<file path="config.mk">
export PLATFORM = sky130hd
export DESIGN_NAME = conditioned_shift_unit
export DESIGN_NICKNAME = d
export VERILOG_FILES = /design/src/rtl/conditioned_shift_unit.sv
export SDC_FILE = /design/constraint.sdc
export NUM_CORES = 1
export LEC_CHECK = 0
export BUFFER_PORTS_ARGS = -buffer_cell sky130_fd_sc_hd__buf_2
export CAP_MARGIN = 20
export CELL_PAD_IN_SITES_DETAIL_PLACEMENT = 1
export CELL_PAD_IN_SITES_GLOBAL_PLACEMENT = 2
export CORE_UTILIZATION = 38
export CTS_CLUSTER_DIAMETER = 150
export DETAILED_ROUTE_END_ITERATION = 16
export GPL_TIMING_DRIVEN = 0
export PLACE_DENSITY = 0.81
export SLEW_MARGIN = 20
export SYNTH_ARGS = -nofsm -noshare
export SYNTH_HDL_FRONTEND = slang
export SYNTH_SLANG_ARGS = --single-unit
</file>
<file path="constraint.sdc">
create_clock -name clk -period 1.99 [get_ports clk]
set_input_delay 0.398 -clock clk [delete_from_list [all_inputs] [get_ports clk]]
set_output_delay 0.398 -clock clk [all_outputs]
set_load 0.01 [all_outputs]
</file>
<file path="src/rtl/conditioned_shift_unit.sv">
// rtl/conditioned_shift_unit.sv - debounced WIDTH-bit bidirectional shift register; define CSU_FRAME_COUNT_EN for frame counter/frame_done

// Synchronise, debounce and edge-detect one raw board input.
module csu_input_conditioner #(
    parameter int SYNC_STAGES = 2,
    parameter int WAIT_CYCLES = 3
) (
    input  logic clk,
    input  logic reset_n,
    input  logic i_raw,
    output logic o_smooth,
    output logic o_rise,
    output logic o_fall
);

    localparam int CNT_W = $clog2(WAIT_CYCLES + 1);
    localparam logic [CNT_W-1:0] LP_CNT_LAST = CNT_W'(WAIT_CYCLES - 1);

    logic [SYNC_STAGES-1:0] r_sync;
    logic [CNT_W-1:0]       r_cnt;
    logic                   r_smooth;
    logic                   r_rise;
    logic                   r_fall;

    logic w_sync_out;
    logic w_differ;
    logic w_settled;

    assign w_sync_out = r_sync[SYNC_STAGES-1];
    assign w_differ   = w_sync_out ^ r_smooth;
    // The synchronised level has disagreed for WAIT_CYCLES edges including this one.
    assign w_settled  = w_differ && (r_cnt == LP_CNT_LAST);

    // Metastability chain: raw input enters at bit 0 and leaves at the top bit.
    always_ff @(posedge clk or negedge reset_n) begin
        if (!reset_n) begin
            r_sync <= '0;
        end else begin
            r_sync <= {r_sync[SYNC_STAGES-2:0], i_raw};
        end
    end

    // Debounce: count consecutive disagreeing cycles, any agreement restarts the count.
    always_ff @(posedge clk or negedge reset_n) begin
        if (!reset_n) begin
            r_cnt    <= '0;
            r_smooth <= 1'b0;
            r_rise   <= 1'b0;
            r_fall   <= 1'b0;
        end else begin
            r_rise <= w_settled & w_sync_out;
            r_fall <= w_settled & ~w_sync_out;
            if (w_settled) begin
                r_smooth <= w_sync_out;
                r_cnt    <= '0;
            end else if (w_differ) begin
                r_cnt <= r_cnt + 1'b1;
            end else begin
                r_cnt <= '0;
            end
        end
    end

    assign o_smooth = r_smooth;
    assign o_rise   = r_rise;
    assign o_fall   = r_fall;

endmodule

// Board-facing wrapper: three conditioned inputs driving the shift register.
module conditioned_shift_unit #(
    parameter int          WIDTH       = 8,
    parameter int          SYNC_STAGES = 2,
    parameter int          WAIT_CYCLES = 3,
    parameter logic [31:0] LOAD_VALUE  = 32'hA5
) (
    input  logic             clk,
    input  logic             reset_n,
    input  logic             btn_load,
    input  logic             sw_serial,
    input  logic             sw_shift,
    input  logic             dir,
    output logic [WIDTH-1:0] parallel_out,
    output logic             serial_out,
    output logic             frame_done
);

    localparam logic [WIDTH-1:0] LP_LOAD = WIDTH'(LOAD_VALUE);

    logic w_load_smooth;
    logic w_load_rise;
    logic w_load_fall;
    logic w_serial_smooth;
    logic w_serial_rise;
    logic w_serial_fall;
    logic w_shift_smooth;
    logic w_shift_rise;
    logic w_shift_fall;

    logic w_load_evt;
    logic w_shift_evt;
    logic w_unused_cond;

    logic [WIDTH-1:0] r_shift;

    csu_input_conditioner #(
        .SYNC_STAGES (SYNC_STAGES),
        .WAIT_CYCLES (WAIT_CYCLES)
    ) u_cond_load (
        .clk      (clk),
        .reset_n  (reset_n),
        .i_raw    (btn_load),
        .o_smooth (w_load_smooth),
        .o_rise   (w_load_rise),
        .o_fall   (w_load_fall)
    );

    csu_input_conditioner #(
        .SYNC_STAGES (SYNC_STAGES),
        .WAIT_CYCLES (WAIT_CYCLES)
    ) u_cond_serial (
        .clk      (clk),
        .reset_n  (reset_n),
        .i_raw    (sw_serial),
        .o_smooth (w_serial_smooth),
        .o_rise   (w_serial_rise),
        .o_fall   (w_serial_fall)
    );

    csu_input_conditioner #(
        .SYNC_STAGES (SYNC_STAGES),
        .WAIT_CYCLES (WAIT_CYCLES)
    ) u_cond_shift (
        .clk      (clk),
        .reset_n  (reset_n),
        .i_raw    (sw_shift),
        .o_smooth (w_shift_smooth),
        .o_rise   (w_shift_rise),
        .o_fall   (w_shift_fall)
    );

    // Load fires on button release; shift fires on the shift switch going high.
    assign w_load_evt  = w_load_fall;
    assign w_shift_evt = w_shift_rise;

    // Conditioner outputs this wrapper has no use for.
    assign w_unused_cond = ^{w_load_smooth, w_load_rise, w_serial_rise, w_serial_fall,
                             w_shift_smooth, w_shift_fall};

    // Shift register: load beats shift when both arrive in the same cycle.
    always_ff @(posedge clk or negedge reset_n) begin
        if (!reset_n) begin
            r_shift <= '0;
        end else if (w_load_evt) begin
            r_shift <= LP_LOAD;
        end else if (w_shift_evt) begin
            if (dir) begin
                r_shift <= {w_serial_smooth, r_shift[WIDTH-1:1]};
            end else begin
                r_shift <= {r_shift[WIDTH-2:0], w_serial_smooth};
            end
        end
    end

    assign parallel_out = r_shift;
    // Bit leaving the register follows dir without waiting for a clock.
    assign serial_out   = dir ? r_shift[0] : r_shift[WIDTH-1];

`ifdef CSU_FRAME_COUNT_EN
    localparam int FC_W = $clog2(WIDTH + 1);
    localparam logic [FC_W-1:0] LP_FC_LAST = FC_W'(WIDTH - 1);

    logic [FC_W-1:0] r_frame_cnt;
    logic            r_frame_done;

    // Count accepted shifts; a load restarts the frame and a dropped shift is ignored.
    always_ff @(posedge clk or negedge reset_n) begin
        if (!reset_n) begin
            r_frame_cnt  <= '0;
            r_frame_done <= 1'b0;
        end else begin
            r_frame_done <= 1'b0;
            if (w_load_evt) begin
                r_frame_cnt <= '0;
            end else if (w_shift_evt) begin
                if (r_frame_cnt == LP_FC_LAST) begin
                    r_frame_cnt  <= '0;
                    r_frame_done <= 1'b1;
                end else begin
                    r_frame_cnt <= r_frame_cnt + 1'b1;
                end
            end
        end
    end

    assign frame_done = r_frame_done;
`else
    assign frame_done = 1'b0;
`endif

endmodule

</file>
Word-level counts from Yosys, hierarchy flattened
Cells that the tools add are included.
W data, S select, Z words.
{ "classes": {"order_cmp": 0, "mul": 0, "reduce_logical": 4, "n_div": 0, "mux": 10, "add_sub_neg": 3, "n_eq_ne": 3, "bitwise": 6, "shift": 0} }
{ "ops": {"columns": ["operator", "n"], "rows": [
  ["$mux W8", 3],
  ["$mux W2", 6],
  ["$add A2 B1 Y2 const B", 3],
  ["$eq A2 B2 Y1 const B", 3],
  ["$logic_and A1 B1 Y1", 3],
  ["$xor A1 B1 Y1", 3],
  ["$and A1 B1 Y1", 2],
  ["$reduce_bool A2 Y1", 1],
  ["$mux W1", 1],
  ["$not A1 Y1", 1]
]} }
{ "totals": {"n_memories": 0, "latch_bits": 0, "regBits": 25, "ram_bits": 0, "wordCells": 38, "rom_bits": 0, "output_inout_bits": 10} }

Depth between registers and ports, before layout
Gate-level depths: netlist of the first run.
{ "logic_depth": {"depth_word": 3, "mapped_depth": 4} }

Cells and area by module
From an unflattened synthesis of the first run, not the netlist that was laid out.
{ "unflattened": {"cells_unflattened": 90, "area_unflattened_um2": 1117.3} }
{ "by_module_without_submodules": {"columns": ["module", "cells_each", "seq_area_each_um2", "instances", "area_per_inst_um2"], "rows": [
  ["csu_input_conditioner", 17, 175.2, 3, 234.0],
  ["conditioned_shift_unit", 39, 200.2, 1, 415.4]
]} }

Worst setup path before layout of the first run
No wires, ideal clock.
{ "synth_path": {"path_kind": "input -> output", "start": "in dir", "end": "out serial_out", "t_arrival_ns": 0.884, "t_required_ns": 1.592, "path_slack_ns": 0.708, "path_stages": 2, "path_cell_list": "buf_6 > mux2_2"} }
{ "synth_via": {"elab_chain_cells": 1} }
{ "synth_lines": {"columns": ["item", "line", "text"], "rows": [
  ["start: declaration", "82", "input logic dir,"],
  ["$mux W1", "167", "assign serial_out = dir ? r_shift[0] : r_shift[WIDTH-1];"],
  ["end: declaration", "84", "output logic serial_out,"]
]} }
No other way between the ends.

Worst setup path after layout of the first run
{ "layout_path": {"start": "reg r_shift[0], in the netlist parallel_out[0]", "end": "out serial_out"} }
{ "layout_via": {"elab_chain_cells": 1} }
{ "layout_lines": {"columns": ["item", "line", "text"], "rows": [
  ["start: declaration", "104", "logic [WIDTH-1:0] r_shift;"],
  ["start signal: assignment", "158", "r_shift <= {w_serial_smooth, r_shift[WIDTH-1:1]};"],
  ["start signal: assignment", "160", "r_shift <= {r_shift[WIDTH-2:0], w_serial_smooth};"],
  ["$mux W1", "167", null]
]} }
No other way between the ends.

==> results of run 1 <==
worst paths after layout:
kind | to | slack [ps] | from
hold / removal | parallel_out[4]$_DFFE_PN0P_ | 50 | reset_n
min in group clk | u_cond_serial.r_sync[0]$_DFF_PN0_ | 180 | sw_serial
max in group asynchronous | u_cond_shift.r_cnt[1]$_DFF_PN0_ | 1590 | reset_n
setup / recovery | serial_out | 430 | parallel_out[0]$_DFFE_PN0P_
setup reg to reg | u_cond_load.o_smooth$_DFFE_PN0P_ | 850 | u_cond_load.r_cnt[0]$_DFF_PN0_
hold reg to reg | u_cond_serial.r_sync[1]$_DFF_PN0_ | 360 | u_cond_serial.r_sync[0]$_DFF_PN0_
critical path: stages, from the launching register on:
cell and delay, ps:
dfrtp_1 450, mux2_2 270, buf_2 140
flip-flops by register name, indices dropped and copies added, names as in the netlist:
signal                  count
u_cond_shift.o_smooth       1
u_cond_serial.r_sync        2
u_cond_load.o_smooth        1
u_cond_shift.r_cnt          2
u_cond_load.o_fall          1
u_cond_serial.o_smooth      1
u_cond_shift.r_sync         2
u_cond_load.r_sync          2
u_cond_shift.o_rise         1
u_cond_serial.r_cnt         2
u_cond_load.r_cnt           2
parallel_out                8
per-stage QoR:
stage	setup slack, ps	utilization, %	hold slack [ps]
CTS	419	45.3	57.7
global route	386	45.3	77.3
global placement	588	44.2	334
floorplan	708	-	102
finish	427	45.3	48.5
detailed placement	589	44.2	336
logic make-up after synthesis:
group           after synthesis
compound gates                9
xor+xnor                      3
fa+ha+maj                     3
buf+inv                       8
flops                        25
mux                          11
other cells                   1
simple gates                 18
report_power, final:
part	internal (mW)	switching [mW]	total [mW]
Clock	0.0783	0.141	0.220
Sequential	0.670	0.139	0.809
Combinational	0.246	0.245	0.491
cell type report:
type,instances,area share (%)
clock buffers,4,2.34
well taps,30,3.34
repair buffers,13,5.80
inverters,4,1.34
multi-input cells,45,28.9
plain buffers,4,2.56
flip-flops and latches,25,55.7
per-layer routing:
layer  wire length (um)  global-route usage [%]  vias to the layer above  part of all wire [%]
met5                  0                       0                        -                     0
met1                716                    16.8                      305                    44
li1                   -                       -                      300                     -
met2                799                    25.9                       14                    49
met3                 77                    3.45                        4                   4.8
met4                 24                    7.89                        0                   1.5
cell usage after synthesis:
| cell | number | share of area, % |
|---|---|---|
| buf_6 | 1 | 1.1 |
| ha_1 | 3 | 3.8 |
| mux2i_1 | 8 | 8.1 |
| buf_2 | 2 | 1.0 |
| o21ai_0 | 1 | 0.50 |
| a21oi_1 | 4 | 2.0 |
| a211oi_1 | 4 | 3.0 |
| nand2_1 | 1 | 0.38 |
| conb_1 | 1 | 0.38 |
| nor2_1 | 5 | 1.9 |
| nor2b_1 | 1 | 0.63 |
| mux2_2 | 3 | 3.4 |
| inv_1 | 4 | 1.5 |
| and3b_1 | 1 | 0.88 |
| xnor2_1 | 3 | 2.6 |
| nor3_1 | 10 | 5.0 |
| buf_4 | 1 | 0.76 |
| dfrtp_1 | 25 | 63 |
==> results.txt, run 1 <==
commonest non-fill, non-tap cell in the layout - dfrtp_1
unrepaired setup endpoints after global routing - false
core area - 0.00248 mm2
compound-cell area share of the yosys netlist - 5.54%
DRT antenna net count - 0
initial standard-cell utilization of the core - 40.1%
final global-route overflow total - 0
post-cts gate resize count - 0
Routed WL - 1.62 mm
register clock-pin slew on the reported worst setup and hold paths - 130 ps
IO Port Bufs - 13
Layout Cells excl Fill - 125
Fin Clk Skew - 1.66 ps
share of the clock period used by the worst path - 78.5%
worst vdd rail ir drop - 659 uV
most frequent cells in the layout - dfrtp_1, buf_2, nor3_1
Die X - 53.1 um
number of levels in the clock H-tree - 1
post-synthesis xor/xnor area fraction - 2.64%
GRT Resource Usage Total - 14.9%
height of the die - 53.1 um
result of the run - completed
data arrival time of the worst path - 1170 ps
slew margin rel. - 64.2%
slew at the pin with the worst max-slew slack - 537 ps
share of final-layout standard cells stronger than drive strength 1 - 24.2%
CTS Hold Bufs - 0
post-route DRC violation count - 0
required time of the worst setup path - 1590 ps
maximum fanout along the worst path - 4
number of buffers added for setup after CTS - 0
clock period minus final worst setup slack - 1560 ps
adder-cell share of the synthesized area - 3.78%
max-cap violation count - 0
top-level I/O count - 16
number of setup violations in the final report - 0
part of the Yosys area used for sequential elements - 63.0%
Worst Setup Path Type - register to primary output
Mapped Nets - 87
initial antenna violation count - 0
Sequential Area - 626 um2
ANT cells - 0
detailed-route via count - 623
routed wirelength normalized by instance count - 12.9 um
final number of max-transition violations - 0
global placer's final weighted congestion - 0.664
violation count after the first detailed-route iteration - 2
Post-Place Cell Area - 0.00110 mm2
synthesis warning total - 0
kind of path behind the tightest hold check - input pin to async pin
highest clock frequency the design can meet - 640 MHz
power per unit of standard cell area - 1350 mW/mm2
HPWL after DPL - 1.19 mm
Mapped Area - 993 um2
Multi-input gate area - 324 um2
vias in the first global route - 667
Cells after DPL - 121
Cell variety after synth - 18
number of synthesized register bits - 25
Detailed Routing Iterations Pass 1 - 2
leakage - 0.527 nW
die area - 0.00282 mm2
largest net degree at the start of global routing - 26
largest family of logic cells by synthesized area - multiplexers
total count of hold-check failures in the final report - 0
Worst Reg2Reg Path Length in Cells - 3
clk sinks - 25
clock tree root buffer cell - clkbuf_4
filler cell count - 278
post-layout instance area - 0.00112 mm2
post-synthesis simple-gate area fraction - 8.82%
Power, Total - 1.52 mW
startpoint types - register
post-synthesis cell count - 78
maximum count of clock buffers along a single path - 2
wire length of the first global-routing pass - 2.90 mm
# rows - 18
insertion delay to the later sink of the worst-skew pair - 310 ps
number of clock buffers inserted by TritonCTS - 3
multiplexer share of the synthesized area - 11.5%
Nets - 105
clock tree from TritonCTS - built
Synth Area per Inst - 12.7 um2
Vias/cell - 4.98
Final TNS setup - 0 ps
P&R area growth vs syn - 13.0%
Crit. End Element - primary output
Power figures use the tool's default switching activity.
==> run 2: changes to the inputs <==
--- a/config.mk
+++ b/config.mk
@@ -9,11 +9,11 @@
 export CAP_MARGIN = 20
 export CELL_PAD_IN_SITES_DETAIL_PLACEMENT = 1
 export CELL_PAD_IN_SITES_GLOBAL_PLACEMENT = 2
-export CORE_UTILIZATION = 38
+export CORE_UTILIZATION = 32
 export CTS_CLUSTER_DIAMETER = 150
 export DETAILED_ROUTE_END_ITERATION = 16
 export GPL_TIMING_DRIVEN = 0
-export PLACE_DENSITY = 0.81
+export PLACE_DENSITY = 0.73
 export SLEW_MARGIN = 20
 export SYNTH_ARGS = -nofsm -noshare
 export SYNTH_HDL_FRONTEND = slang
==> constraint.sdc (replaced) <==
create_clock -name clk -period 1.3 [get_ports clk]
set_input_delay 0.26 -clock clk [delete_from_list [all_inputs] [get_ports clk]]
set_output_delay 0.26 -clock clk [all_outputs]
set_load 0.01 [all_outputs]
==> results.txt, run 2 (synthesis gave the netlist of run 1 again) <==
data arrival time of the worst path - 1100 ps (was 1170 ps)
clk sinks - 25 (unchanged)
highest clock frequency the design can meet - 736 MHz
clock tree root buffer cell - clkbuf_4 (unchanged)
clock period minus final worst setup slack - 1360 ps
Vias/cell - 5.04 (was 4.98)
maximum fanout along the worst path - 2 (was 4)
worst vdd rail ir drop - 726 uV (was 659 uV)
maximum count of clock buffers along a single path - 2 (unchanged)
slew margin rel. - 62.5% (was 64.2%)
delay-heaviest family, CP - flip-flops (unchanged)
most frequent cells in the layout - dfrtp_1, buf_2, nor3_1 (unchanged)
DRT antenna net count - 0 (unchanged)
commonest non-fill, non-tap cell in the layout - dfrtp_1 (unchanged)
initial standard-cell utilization of the core - 34.8% (was 40.1%)
final global-route overflow total - 0 (unchanged)
vias in the first global route - 764 (was 667)
HPWL after DPL - 1.27 mm (was 1.19 mm)
max FFs per register - 8 (unchanged)
Routed WL - 1.75 mm (was 1.62 mm)
Nets - 108 (was 105)
violations in the final reports - design-rule violations, negative setup slack
slowest CP cell - dfrtp_1 (unchanged)
clock tree from TritonCTS - built (unchanged)
routed wirelength normalized by instance count - 13.5 um (was 12.9 um)
result of the run - finished with violations (was completed)
number of levels in the clock H-tree - 1 (unchanged)
Worst Setup Path Type - register to primary output (unchanged)
die area - 0.00333 mm2 (was 0.00282 mm2)
unrepaired setup endpoints after global routing - true (was false)
wire length of the first global-routing pass - 3.17 mm (was 2.90 mm)
cell depth of the worst setup path - 2 (unchanged)
filler cell count - 331 (was 278)
share of final-layout standard cells stronger than drive strength 1 - 26.5% (was 24.2%)
minimum setup slack in the final design - -58.7 ps (was 427 ps)
Layout Cells excl Fill - 129 (was 125)
Crit. End Element - primary output (unchanged)
number of clock buffers inserted by TritonCTS - 3 (unchanged)
delay contributed by the slowest stage of the critical path - 400 ps (was 450 ps)
final number of max-transition violations - 0 (unchanged)
post-route DRC violation count - 1 (was 0)
P&R area growth vs syn - 17.0% (was 13.0%)
insertion delay to the later sink of the worst-skew pair - 310 ps (about the same)
Hold Path Depth - 1
Die X - 57.7 um (was 53.1 um)
register clock-pin slew on the reported worst setup and hold paths - 130 ps (about the same)
core area - 0.00285 mm2 (was 0.00248 mm2)
Fin Clk Skew - 5.67 ps (was 1.66 ps)
Multi-input gate area - 328 um2 (was 324 um2)
required time of the worst setup path - 1040 ps (was 1590 ps)
share of the clock period used by the worst path - 105%
startpoint types - register (unchanged)
height of the die - 57.7 um (was 53.1 um)
Detailed Routing Iterations Pass 1 - 11 (was 2)
leakage - 0.547 nW (was 0.527 nW)
Worst Reg2Reg Path Length in Cells - 3 (unchanged)
largest net degree at the start of global routing - 26 (unchanged)
power per unit of standard cell area - 2070 mW/mm2 (was 1350 mW/mm2)
slew at the pin with the worst max-slew slack - 563 ps (was 537 ps)
kind of path behind the tightest hold check - input pin to register (was input pin to async pin)
max-cap violation count - 0 (unchanged)
IO Port Bufs - 13 (unchanged)
GRT Resource Usage Total - 12.6% (was 14.9%)
violation count after the first detailed-route iteration - 20 (was 2)
buffering stage count on the worst path with inverters included - 1 (unchanged)
detailed-route via count - 650 (was 623)
ANT cells - 0 (unchanged)
top-level I/O count - 16 (unchanged)
post-layout instance area - 0.00116 mm2 (was 0.00112 mm2)
Post-Place Cell Area - 0.00110 mm2 (about the same)
# rows - 19 (was 18)
total count of hold-check failures in the final report - 0 (unchanged)
Cells after DPL - 122 (was 121)
number of setup violations in the final report - 1 (was 0)
global placer's final weighted congestion - 0.736 (was 0.664)
worst path cell trace - mux2_4 -> buf_6 (was mux2_2 -> buf_2)
Sequential Area - 626 um2 (unchanged)
initial antenna violation count - 0 (unchanged)
==> run 2: final cells by class <==
type                    count  area share [%]
multi-input cells          45            28.2
inverters                   4            1.29
flip-flops and latches     25            53.8
repair buffers             16            8.29
clock inverters             1           0.646
well taps                  31            3.34
plain buffers               4            2.48
clock buffers               3            1.94
==> run 2: per-layer routing <==
metal | track usage, % | wire length [um]
met5 | 0 | 0
met4 | 6.46 | 18
met3 | 2.23 | 56
met2 | 22.1 | 910
met1 | 14.9 | 761
==> run 2: stage by stage <==
| step | total power, mW | setup WS (ps) | hold slack [ps] | util (%) | TNS, ps |
|---|---|---|---|---|---|
| 2_1_floorplan | 1.74 | 259 | -35.6 | - | 0 |
| 3_3_place_gp | 1.98 | 173 | 279 | 38.5 | 0 |
| 3_5_place_dp | 2.03 | 178 | 291 | 38.5 | 0 |
| 4_1_cts | 2.45 | -75.4 | 28.6 | 40.7 | -75.4 |
| 5_1_grt | 2.62 | -108 | 17.9 | 40.7 | -123 |
| 6_report | 2.40 | -58.7 | 42.0 | 40.7 | -58.7 |
==> run 2: path summary, 6_finish.rpt <==
kind                            slack, ps                              from                          endpoint
min in group asynchronous             460                           reset_n       parallel_out[7]$_DFFE_PN0P_
worst max register to register        180    u_cond_load.r_cnt[0]$_DFF_PN0_  u_cond_load.o_smooth$_DFFE_PN0P_
worst min register to register        370  u_cond_shift.r_sync[0]$_DFF_PN0_  u_cond_shift.r_sync[1]$_DFF_PN0_
worst max-delay path                  -60       parallel_out[7]$_DFFE_PN0P_                        serial_out
worst min-delay path                   40                          sw_shift  u_cond_shift.r_sync[0]$_DFF_PN0_
max in group asynchronous             470                           reset_n   u_cond_shift.r_cnt[1]$_DFF_PN0_
==> run 2: timing repair <==
item                                    CTS  global route
endpoints found under the setup margin    1             2
setup buffers                             2             0
gates cloned                              0             0
hold endpoints to repair                 25             0
resized for setup                         2             0
hold buffers                              1             0
==> run 2: report_power, final <==
part           switching (mW)  internal, mW  total, mW
logic                   0.407         0.433      0.840
registers               0.197          1.03       1.22
clock network           0.222         0.117      0.339
total                   0.826          1.58       2.40
==> run 2: worst reg2reg max path, cell delays in order, from the launching register on <==
cell	delay, ps
dfrtp_1	400
inv_1	60
ha_1	210
mux2_2	350
==> run 3: changes to the inputs <==
--- a/config.mk
+++ b/config.mk
@@ -9,11 +9,12 @@
 export CAP_MARGIN = 20
 export CELL_PAD_IN_SITES_DETAIL_PLACEMENT = 1
 export CELL_PAD_IN_SITES_GLOBAL_PLACEMENT = 2
-export CORE_UTILIZATION = 32
+export CORE_UTILIZATION = 34
+export CTS_BUF_LIST = sky130_fd_sc_hd__clkbuf_4 sky130_fd_sc_hd__clkbuf_8
 export CTS_CLUSTER_DIAMETER = 150
 export DETAILED_ROUTE_END_ITERATION = 16
 export GPL_TIMING_DRIVEN = 0
-export PLACE_DENSITY = 0.73
+export PLACE_DENSITY = 0.77
 export SLEW_MARGIN = 20
 export SYNTH_ARGS = -nofsm -noshare
 export SYNTH_HDL_FRONTEND = slang
==> results.txt, run 3 (synthesis gave the netlist of run 1 again) <==
result of the run - finished with violations (unchanged)
violations in the final reports - negative setup slack (was design-rule violations, negative setup slack)
maximum count of clock buffers along a single path - 2 (unchanged)
register clock-pin slew on the reported worst setup and hold paths - 140 ps (was 130 ps)
number of levels in the clock H-tree - 1 (unchanged)
clock tree from TritonCTS - built (unchanged)
top-level I/O count - 16 (unchanged)
initial standard-cell utilization of the core - 36.0% (was 34.8%)
Power, Total - 2.46 mW (was 2.40 mW)
Die X - 56.1 um (was 57.7 um)
total count of hold-check failures in the final report - 0 (unchanged)
clk sinks - 25 (unchanged)
Internal Power - 1.63 mW (was 1.58 mW)
wire length of the first global-routing pass - 3.21 mm (was 3.17 mm)
highest clock frequency the design can meet - 729 MHz (was 736 MHz)
unrepaired setup endpoints after global routing - true (unchanged)
delay contributed by the slowest stage of the critical path - 400 ps (about the same)
Multi-input gate area - 328 um2 (unchanged)
net switching power - 833 uW (was 826 uW)
insertion delay to the later sink of the worst-skew pair - 320 ps (was 310 ps)
share of final-layout standard cells stronger than drive strength 1 - 27.0% (was 26.5%)
clock period minus final worst setup slack - 1370 ps (was 1360 ps)
violation count after the first detailed-route iteration - 13 (was 20)
maximum fanout along the worst path - 2 (unchanged)
relative contribution of the clock network to total power - 13.8% (was 14.1%)
max FFs per register - 8 (unchanged)
GRT Resource Usage Total - 13.0% (was 12.6%)
number of setup violations in the final report - 2 (was 1)
Crit. End Element - primary output (unchanged)
worst path cell trace - mux2_4 -> buf_6 (unchanged)
power per unit of standard cell area - 2060 mW/mm2 (was 2070 mW/mm2)
core area - 0.00276 mm2 (was 0.00285 mm2)
kind of path behind the tightest hold check - input pin to register (unchanged)
share of the clock period used by the worst path - 106% (was 105%)
global placer's final weighted congestion - 0.728 (was 0.736)
DRT antenna net count - 0 (unchanged)
slowest CP cell - dfrtp_1 (unchanged)
Vias/cell - 4.91 (was 5.04)
slew at the pin with the worst max-slew slack - 552 ps (was 563 ps)
Layout Cells excl Fill - 131 (was 129)
IO Port Bufs - 13 (unchanged)
startpoint types - register (unchanged)
number of clock buffers inserted by TritonCTS - 3 (unchanged)
delay-heaviest family, CP - flip-flops (unchanged)
portion of total power attributed to sequential cells - 49.6% (was 50.9%)
fraction of power consumed by combinational cells - 36.6% (was 35.0%)
leakage - 0.567 nW (was 0.547 nW)
minimum setup slack in the final design - -71.6 ps (was -58.7 ps)
HPWL after DPL - 1.18 mm (was 1.27 mm)
slew margin rel. - 63.2% (was 62.5%)
Cells after DPL - 122 (unchanged)
routed wirelength normalized by instance count - 13.2 um (was 13.5 um)
Routed WL - 1.73 mm (was 1.75 mm)
required time of the worst setup path - 1040 ps (about the same)
Fin Clk Skew - 15.2 ps (was 5.67 ps)
Detailed Routing Iterations Pass 1 - 2 (was 11)
final global-route overflow total - 0 (unchanged)
final number of max-transition violations - 0 (unchanged)
Worst Setup Path Type - register to primary output (unchanged)
filler cell count - 305 (was 331)
data arrival time of the worst path - 1110 ps (was 1100 ps)
Nets - 110 (was 108)
P&R area growth vs syn - 20.2% (was 17.0%)
most frequent cells in the layout - dfrtp_1, buf_2, nor3_1 (unchanged)
height of the die - 56.1 um (was 57.7 um)
buffering stage count on the worst path with inverters included - 1 (unchanged)
post-route DRC violation count - 0 (was 1)
largest net degree at the start of global routing - 26 (unchanged)
detailed-route via count - 643 (was 650)
ANT cells - 0 (unchanged)
die area - 0.00314 mm2 (was 0.00333 mm2)
clock tree root buffer cell - clkbuf_4 (unchanged)
vias in the first global route - 684 (was 764)
net switching share of the total power - 33.9% (was 34.4%)
Sequential Area - 626 um2 (unchanged)
worst vdd rail ir drop - 943 uV (was 726 uV)
# rows - 19 (unchanged)
max-cap violation count - 0 (unchanged)
initial antenna violation count - 0 (unchanged)
commonest non-fill, non-tap cell in the layout - dfrtp_1 (unchanged)
## run 3: power by group through the flow
| stage | registers (mW) | logic (mW) | clock network [mW] |
|---|---|---|---|
| 5_1_grt | 1.27 | 1.01 | 0.402 |
| 3_5_place_dp | 1.26 | 0.766 | 0 |
| 4_1_cts | 1.23 | 0.848 | 0.360 |
| 3_3_place_gp | 1.24 | 0.731 | 0 |
| 2_1_floorplan | 1.26 | 0.476 | 0 |
| 6_report | 1.22 | 0.899 | 0.340 |
## run 3: worst register-to-register path, delay by kind of cell (launching register included)
family          cells  cell delay [ps]
flops               1              380
simple gates        1              310
buf+inv             1              170
compound gates      1              120
## run 3: final timing paths
path,startpoint,endpoint,slack (ps),cells after the start
min,sw_serial,u_cond_serial.r_sync[0]$_DFF_PN0_,30,1
max reg2reg,u_cond_load.o_fall$_DFF_PN0_,parallel_out[5]$_DFFE_PN0P_,190,3
min reg2reg,u_cond_serial.r_sync[0]$_DFF_PN0_,u_cond_serial.r_sync[1]$_DFF_PN0_,370,0
max in group asynchronous,reset_n,u_cond_shift.o_smooth$_DFFE_PN0P_,470,2
min in group asynchronous,reset_n,parallel_out[7]$_DFFE_PN0P_,450,2
max,parallel_out[7]$_DFFE_PN0P_,serial_out,-70,2
## run 3: stage by stage
step	setup WS (ps)	instance area, um2	hold WS, ps	setup TNS, ps	utilization, %
after floorplan	259	993	-35.6	0	-
after detailed placement	169	1100	281	0	39.8
final	-71.6	1190	31.5	-105	43.3
after global routing	-124	1190	5.91	-213	43.3
after CTS	-82.7	1160	22.2	-82.7	42.1
after global placement	174	1100	282	0	39.8
## run 3: layout make-up
type	instances	area share, %
plain buffers	4	2.41
clock buffers	3	1.89
multi-input cells	45	27.5
flip-flops and latches	25	52.4
inverters	4	1.26
well taps	31	3.25
repair buffers	18	10.9
clock inverters	1	0.419
## run 3: layer usage
layer  global-route usage (%)  vias up  wire length [um]
met5                        0        -                 0
met4                     6.27        0                25
met3                     2.09        4                64
met2                     20.1       14               800
met1                     18.0      314               837
li1                         -      311                 -
## run 3: what timing repair did
item,CTS,global route
resized for setup,2,3
buffers inserted,2,1
setup endpoints to repair,1,3
hold buffers,1,1
endpoints found under the hold margin,25,1
